<file path="src/rtl/bus_arbiter.sv">
// Round-robin arbiter for the shared system bus.
// It grants one master at a time and follows each transaction through its
// begin/end handshake. A grantee that never starts loses the bus, and a hung
// transaction is aborted with a one-cycle timeout_error pulse. Every output
// is driven straight from a register.
module bus_arbiter #(
    parameter int NUM_MASTERS   = 4,
    parameter int GRANT_TIMEOUT = 16,
    parameter int BUS_TIMEOUT   = 1024
) (
    input  logic                           clock,
    input  logic                           reset,
    input  logic [NUM_MASTERS-1:0]         request,
    input  logic                           begin_transaction,
    input  logic                           end_transaction,
    input  logic                           error,
    output logic [NUM_MASTERS-1:0]         granted,
    output logic [$clog2(NUM_MASTERS)-1:0] active_master,
    output logic                           bus_busy,
    output logic                           timeout_error
);

    localparam int IDX_W       = $clog2(NUM_MASTERS);
    localparam int MAX_TIMEOUT = (GRANT_TIMEOUT > BUS_TIMEOUT) ? GRANT_TIMEOUT : BUS_TIMEOUT;
    localparam int CNT_W       = $clog2(MAX_TIMEOUT) + 1;

    // The counter is cleared in the first cycle of each wait, so the limit is the last allowed count.
    localparam logic [CNT_W-1:0] GRANT_LIMIT = CNT_W'(GRANT_TIMEOUT - 1);
    // The begin-strobe cycle is the first cycle of the transaction, so BUSY may add BUS_TIMEOUT-1 more cycles.
    localparam logic [CNT_W-1:0] BUS_LIMIT   = CNT_W'(BUS_TIMEOUT - 2);
    localparam logic [CNT_W-1:0] CNT_MAX     = '1;
    localparam logic [CNT_W-1:0] CNT_ONE     = CNT_W'(1);

    localparam logic [IDX_W:0]         NUM_M      = (IDX_W + 1)'(NUM_MASTERS);
    localparam logic [IDX_W-1:0]       LAST_RESET = IDX_W'(NUM_MASTERS - 1);
    localparam logic [NUM_MASTERS-1:0] ONE_HOT    = NUM_MASTERS'(1);

    typedef enum logic [1:0] {
        IDLE,
        GRANT_WAIT,
        BUSY,
        RELEASE
    } state_e;

    state_e                  state_q;
    logic [CNT_W-1:0]        counter_q;
    logic [IDX_W-1:0]        lastGrant_q;
    logic [NUM_MASTERS-1:0]  granted_q;
    logic [IDX_W-1:0]        activeMaster_q;
    logic                    busBusy_q;
    logic                    timeoutError_q;

    logic [IDX_W-1:0]        winner_d;
    logic [IDX_W:0]          scanSum;
    logic [CNT_W-1:0]        counterInc_d;
    logic                    anyRequest;
    logic                    grantLost;

    // Round-robin pick: scan from last+NUM_MASTERS down to last+1 so the nearest requester after the pointer is kept.
    always_comb begin
        winner_d = '0;
        scanSum  = '0;
        for (int i = NUM_MASTERS; i >= 1; i--) begin
            scanSum = {1'b0, lastGrant_q} + (IDX_W + 1)'(i);
            if (scanSum >= NUM_M) begin
                scanSum = scanSum - NUM_M;
            end
            if (request[scanSum[IDX_W-1:0]]) begin
                winner_d = scanSum[IDX_W-1:0];
            end
        end
    end

    // Helper terms: a saturating counter increment and a check that the current grantee still requests.
    always_comb begin
        counterInc_d = (counter_q == CNT_MAX) ? counter_q : counter_q + CNT_ONE;
        anyRequest   = |request;
        grantLost    = ~request[activeMaster_q];
    end

    // Arbiter FSM: state, round-robin pointer, wait counter and all registered outputs.
    always_ff @(posedge clock) begin
        if (reset) begin
            state_q        <= IDLE;
            counter_q      <= '0;
            lastGrant_q    <= LAST_RESET;
            granted_q      <= '0;
            activeMaster_q <= '0;
            busBusy_q      <= 1'b0;
            timeoutError_q <= 1'b0;
        end else begin
            timeoutError_q <= 1'b0;
            case (state_q)
                IDLE: begin
                    if (anyRequest) begin
                        state_q        <= GRANT_WAIT;
                        counter_q      <= '0;
                        lastGrant_q    <= winner_d;
                        granted_q      <= ONE_HOT << winner_d;
                        activeMaster_q <= winner_d;
                        busBusy_q      <= 1'b1;
                    end
                end
                GRANT_WAIT: begin
                    counter_q <= counterInc_d;
                    if (begin_transaction && (end_transaction || error)) begin
                        state_q   <= RELEASE;
                        granted_q <= '0;
                        busBusy_q <= 1'b0;
                    end else if (begin_transaction) begin
                        state_q   <= BUSY;
                        counter_q <= '0;
                    end else if (grantLost || (counter_q == GRANT_LIMIT)) begin
                        state_q   <= RELEASE;
                        granted_q <= '0;
                        busBusy_q <= 1'b0;
                    end
                end
                BUSY: begin
                    counter_q <= counterInc_d;
                    if (end_transaction || error) begin
                        state_q   <= RELEASE;
                        granted_q <= '0;
                        busBusy_q <= 1'b0;
                    end else if (counter_q == BUS_LIMIT) begin
                        state_q        <= RELEASE;
                        granted_q      <= '0;
                        busBusy_q      <= 1'b0;
                        timeoutError_q <= 1'b1;
                    end
                end
                RELEASE: begin
                    if (anyRequest) begin
                        state_q        <= GRANT_WAIT;
                        counter_q      <= '0;
                        lastGrant_q    <= winner_d;
                        granted_q      <= ONE_HOT << winner_d;
                        activeMaster_q <= winner_d;
                        busBusy_q      <= 1'b1;
                    end else begin
                        state_q <= IDLE;
                    end
                end
                default: begin
                    state_q   <= IDLE;
                    granted_q <= '0;
                    busBusy_q <= 1'b0;
                end
            endcase
        end
    end

    assign granted       = granted_q;
    assign active_master = activeMaster_q;
    assign bus_busy      = busBusy_q;
    assign timeout_error = timeoutError_q;

endmodule

</file>
<file path="config.mk">
export PLATFORM = sky130hd
export DESIGN_NAME = bus_arbiter
export DESIGN_NICKNAME = d
export VERILOG_FILES = /design/src/rtl/bus_arbiter.sv
export SDC_FILE = /design/constraint.sdc
export NUM_CORES = 1
export LEC_CHECK = 0
export BUFFER_PORTS_ARGS = -buffer_cell sky130_fd_sc_hd__buf_2
export CORE_MARGIN = 5
export CORE_UTILIZATION = 56
export DETAILED_ROUTE_END_ITERATION = 10
export GPL_TIMING_DRIVEN = 1
export PLACE_DENSITY_LB_ADDON = 0.15
export SYNTH_ARGS = -nofsm -noshare
export SYNTH_HDL_FRONTEND = slang
export SYNTH_SLANG_ARGS = --single-unit
</file>
<file path="constraint.sdc">
create_clock -name clock -period 2.1 [get_ports clock]
set_input_delay 0.315 -clock clock [delete_from_list [all_inputs] [get_ports clock]]
set_output_delay 0.315 -clock clock [all_outputs]
set_load 0.01 [all_outputs]
</file>
==> flow_metrics.tcl <==
set metrics [dict create \
    tns_ns 0 \
    criticalPathCategory "flip-flop to flip-flop" \
    drt_iter0_drc 41 \
    dpl_worst_slack_ns 0.152 \
    grt_usage 0.173 \
    slowest_delay_ns 0.45 \
    cts-hold-fix-buffers 0 \
    synth-seq-cells 23 \
    yosysMostFrequentCell "dfxtp_1" \
    coreArea_um2 2190 \
    finalCritPeriodShare 0.937 \
    clock_sinks 23 \
    rr_worst_depth 5 \
    rsz0062_at_grt "no" \
    synthXorXnorAreaFrac 0.0479 \
    slew_headroom 0.471 \
    grt_busiest_layer "met2" \
    num_rows 17 \
    firstDrtPassIters 4 \
    synth_top_family_by_area "simple AND/OR/NAND/NOR gates" \
    cts_resized 0 \
    synth-compound-area-share 0.164 \
    clk_pin_slew_ns 0.13 \
    layout_min_cycle_time_ns 1.97 \
    netlist_area_um2 1280 \
    critPathLaunchType "flip-flop" \
    crit_path_max_fanout 5 \
    gp_congestion 0.852 \
    yosys-top-cells-count "dfxtp_1, nor2_1, nand2_1" \
    fmax_ghz 0.508 \
    worst-slew-pin-transition_ns 0.789 \
    cp_top_family "compound AO/OA/AOI/OAI gates" \
    ys_warn_count 0 \
    clk_latency_ns 0.31 \
    die_area_um2 3340 \
    maxCapViolCount 0 \
    worstPathRequired_ns 2.33 \
    fin_worst_skew_ns 0.00347 \
    initial_utilization 0.584 \
    ir_drop_mv 0.760 \
    overflow 0 \
    grt_max_degree 14 \
    grt_pass1_wl_mm 4.62 \
    syn-num-nets 160 \
    holdPathStages 2 \
    final_max_slew_viol_count 0 \
    drtAntennaViolNets 0 \
    antenna_cells 0 \
    synthAdderAreaFrac 0.0587 \
    hold_class "input port to flip-flop" \
    critical_path.endpoint_type "flip-flop" \
    cts-buffers-inserted 3 \
    wl_mm 2.67 \
    ys_seq_area_frac 0.360 \
    yosysTopAreaCell "dfxtp_1" \
    ioPinCount 17 \
    grt_use_met1 0.239 \
    outcome "completed" \
    cts_setup_buffers 0 \
    drive_gt1_frac 0.205 \
    synth_top_flop_cell "dfxtp_1" \
    cts-root-buf "clkbuf_4" \
    fin_nets 182 \
    syn_area_per_cell_um2 8.82 \
    vias 1150 \
    arrival_ns 2.20 \
    p_leak_nw 0.593 \
    hold_violations 0 \
    die_h_um 57.8 \
    clk_path_buf_depth 2 \
    whs_ns 0.276 \
    drc 0 \
    crit_chain "ha_1, nand3_1, o311a_4, a221o_1, a221oi_2" \
    netlist_instances 145 \
    htreeDepth 1 \
    die_w_um 57.8 \
    power_density_nw_per_um2 1020 \
    viasPerCell 5.93 \
    grtUsageMet2 0.282 \
    synth_area_leaders "dfxtp_1, ha_1, nor2_1" \
    synth.area.mux_share 0.0568 \
    worst-path-stages 5 \
    grtUsageMet3 0.0223 \
    synth_edf_count 0 \
    cts_tree "built" \
    port_buffers 16 \
    antenna_found_initial 0 \
    critPathBufInv 0 \
    synth_top_area_frac 0.360 \
    yosys.area_share.simple 0.281 \
    setup_violations 0 \
    crit_slowest_cell "o311a_4" \
    grt_pass1_vias 1052 \
    ys_async_sr_fraction 0 \
    hpwlAfterDp_mm 2.09 \
    netlist-cell-type-count 46 \
    setup_slack_ns 0.131 \
    syn2layout_area_growth_pct 12.4 \
    wl_per_cell_um 13.8 \
]
==> power breakdown <==
part           total [mW]  leakage, nW  switching, mW  internal, mW
clock network       0.207       0.0177          0.136        0.0711
registers           0.612        0.188         0.0816         0.530
logic               0.646        0.388          0.356         0.290
==> metrics by stage <==
step | util | instances | cell area, µm² | power, mW
floorplan | - | 145 | 1280 | 1.07
finish | 0.656 | 194 | 1440 | 1.46
CTS | 0.656 | 194 | 1440 | 1.47
detailed placement | 0.644 | 190 | 1410 | 1.26
global placement | 0.644 | 190 | 1410 | 1.24
global route | 0.656 | 194 | 1440 | 1.58
==> layout make-up <==
class                           instances  area (µm²)
Sequential cell                        23         460
Timing Repair Buffer                   20         110
Multi-Input combinational cell        112         778
Inverter                                7        26.3
Tap cell                               28        35.0
Clock inverter                          1        5.00
Fill cell                             183         753
Clock buffer                            3        22.5
==> sequential cells by signal, indices dropped and copies added, names as in the netlist, named ones only <==
| register | count |
|---|---|
| state_q | 2 |
| lastGrant_q | 2 |
| active_master | 2 |
| bus_busy | 1 |
| timeout_error | 1 |
| counter_q | 9 |
| granted | 4 |
==> path summary, 6_finish.rpt <==
path | startpoint | slack [ns] | end
worst max-delay path | counter_q[0] | 0.13 | state_q[0]
worst min-delay path | reset | 0.28 | state_q[0]
worst max register to register | counter_q[0] | 0.13 | state_q[0]
worst min register to register | granted[2] | 0.47 | granted[2]
==> cells in the final DEF, fill, tap and decap left out, drive strengths merged, types with 2 or more instances in the layout <==
cell	Yosys	layout
a211oi	4	4
a21oi	6	6
a31oi	2	2
and4	2	2
buf	1	20
clkbuf	2	3
dfxtp	23	23
ha	6	6
inv	7	7
mux2i	5	5
nand2	13	13
nand2b	4	4
nand3	4	4
nand3b	2	2
nand4	3	3
nor2	21	21
nor3	4	4
nor3b	2	2
nor4	2	2
o21ai	3	3
o221ai	2	2
or3	2	2
or4	3	3
xnor2	7	7
==> logic make-up after synthesis <==
family,count (synthesis)
AOI/OAI and AO/OA,27
and+or+nand+nor,66
adders and majority gates,6
DFF,23
buffers and inverters,10
xor gates and xnor gates,7
muxes,6
==> layer usage <==
metal  wire length (µm)  vias to the layer above
met5                  0                        -
met4                 29                        0
met3                 84                        4
met2               1260                       20
met1               1300                      558
li1                   -                      568
(Power assumes the default switching activity.)
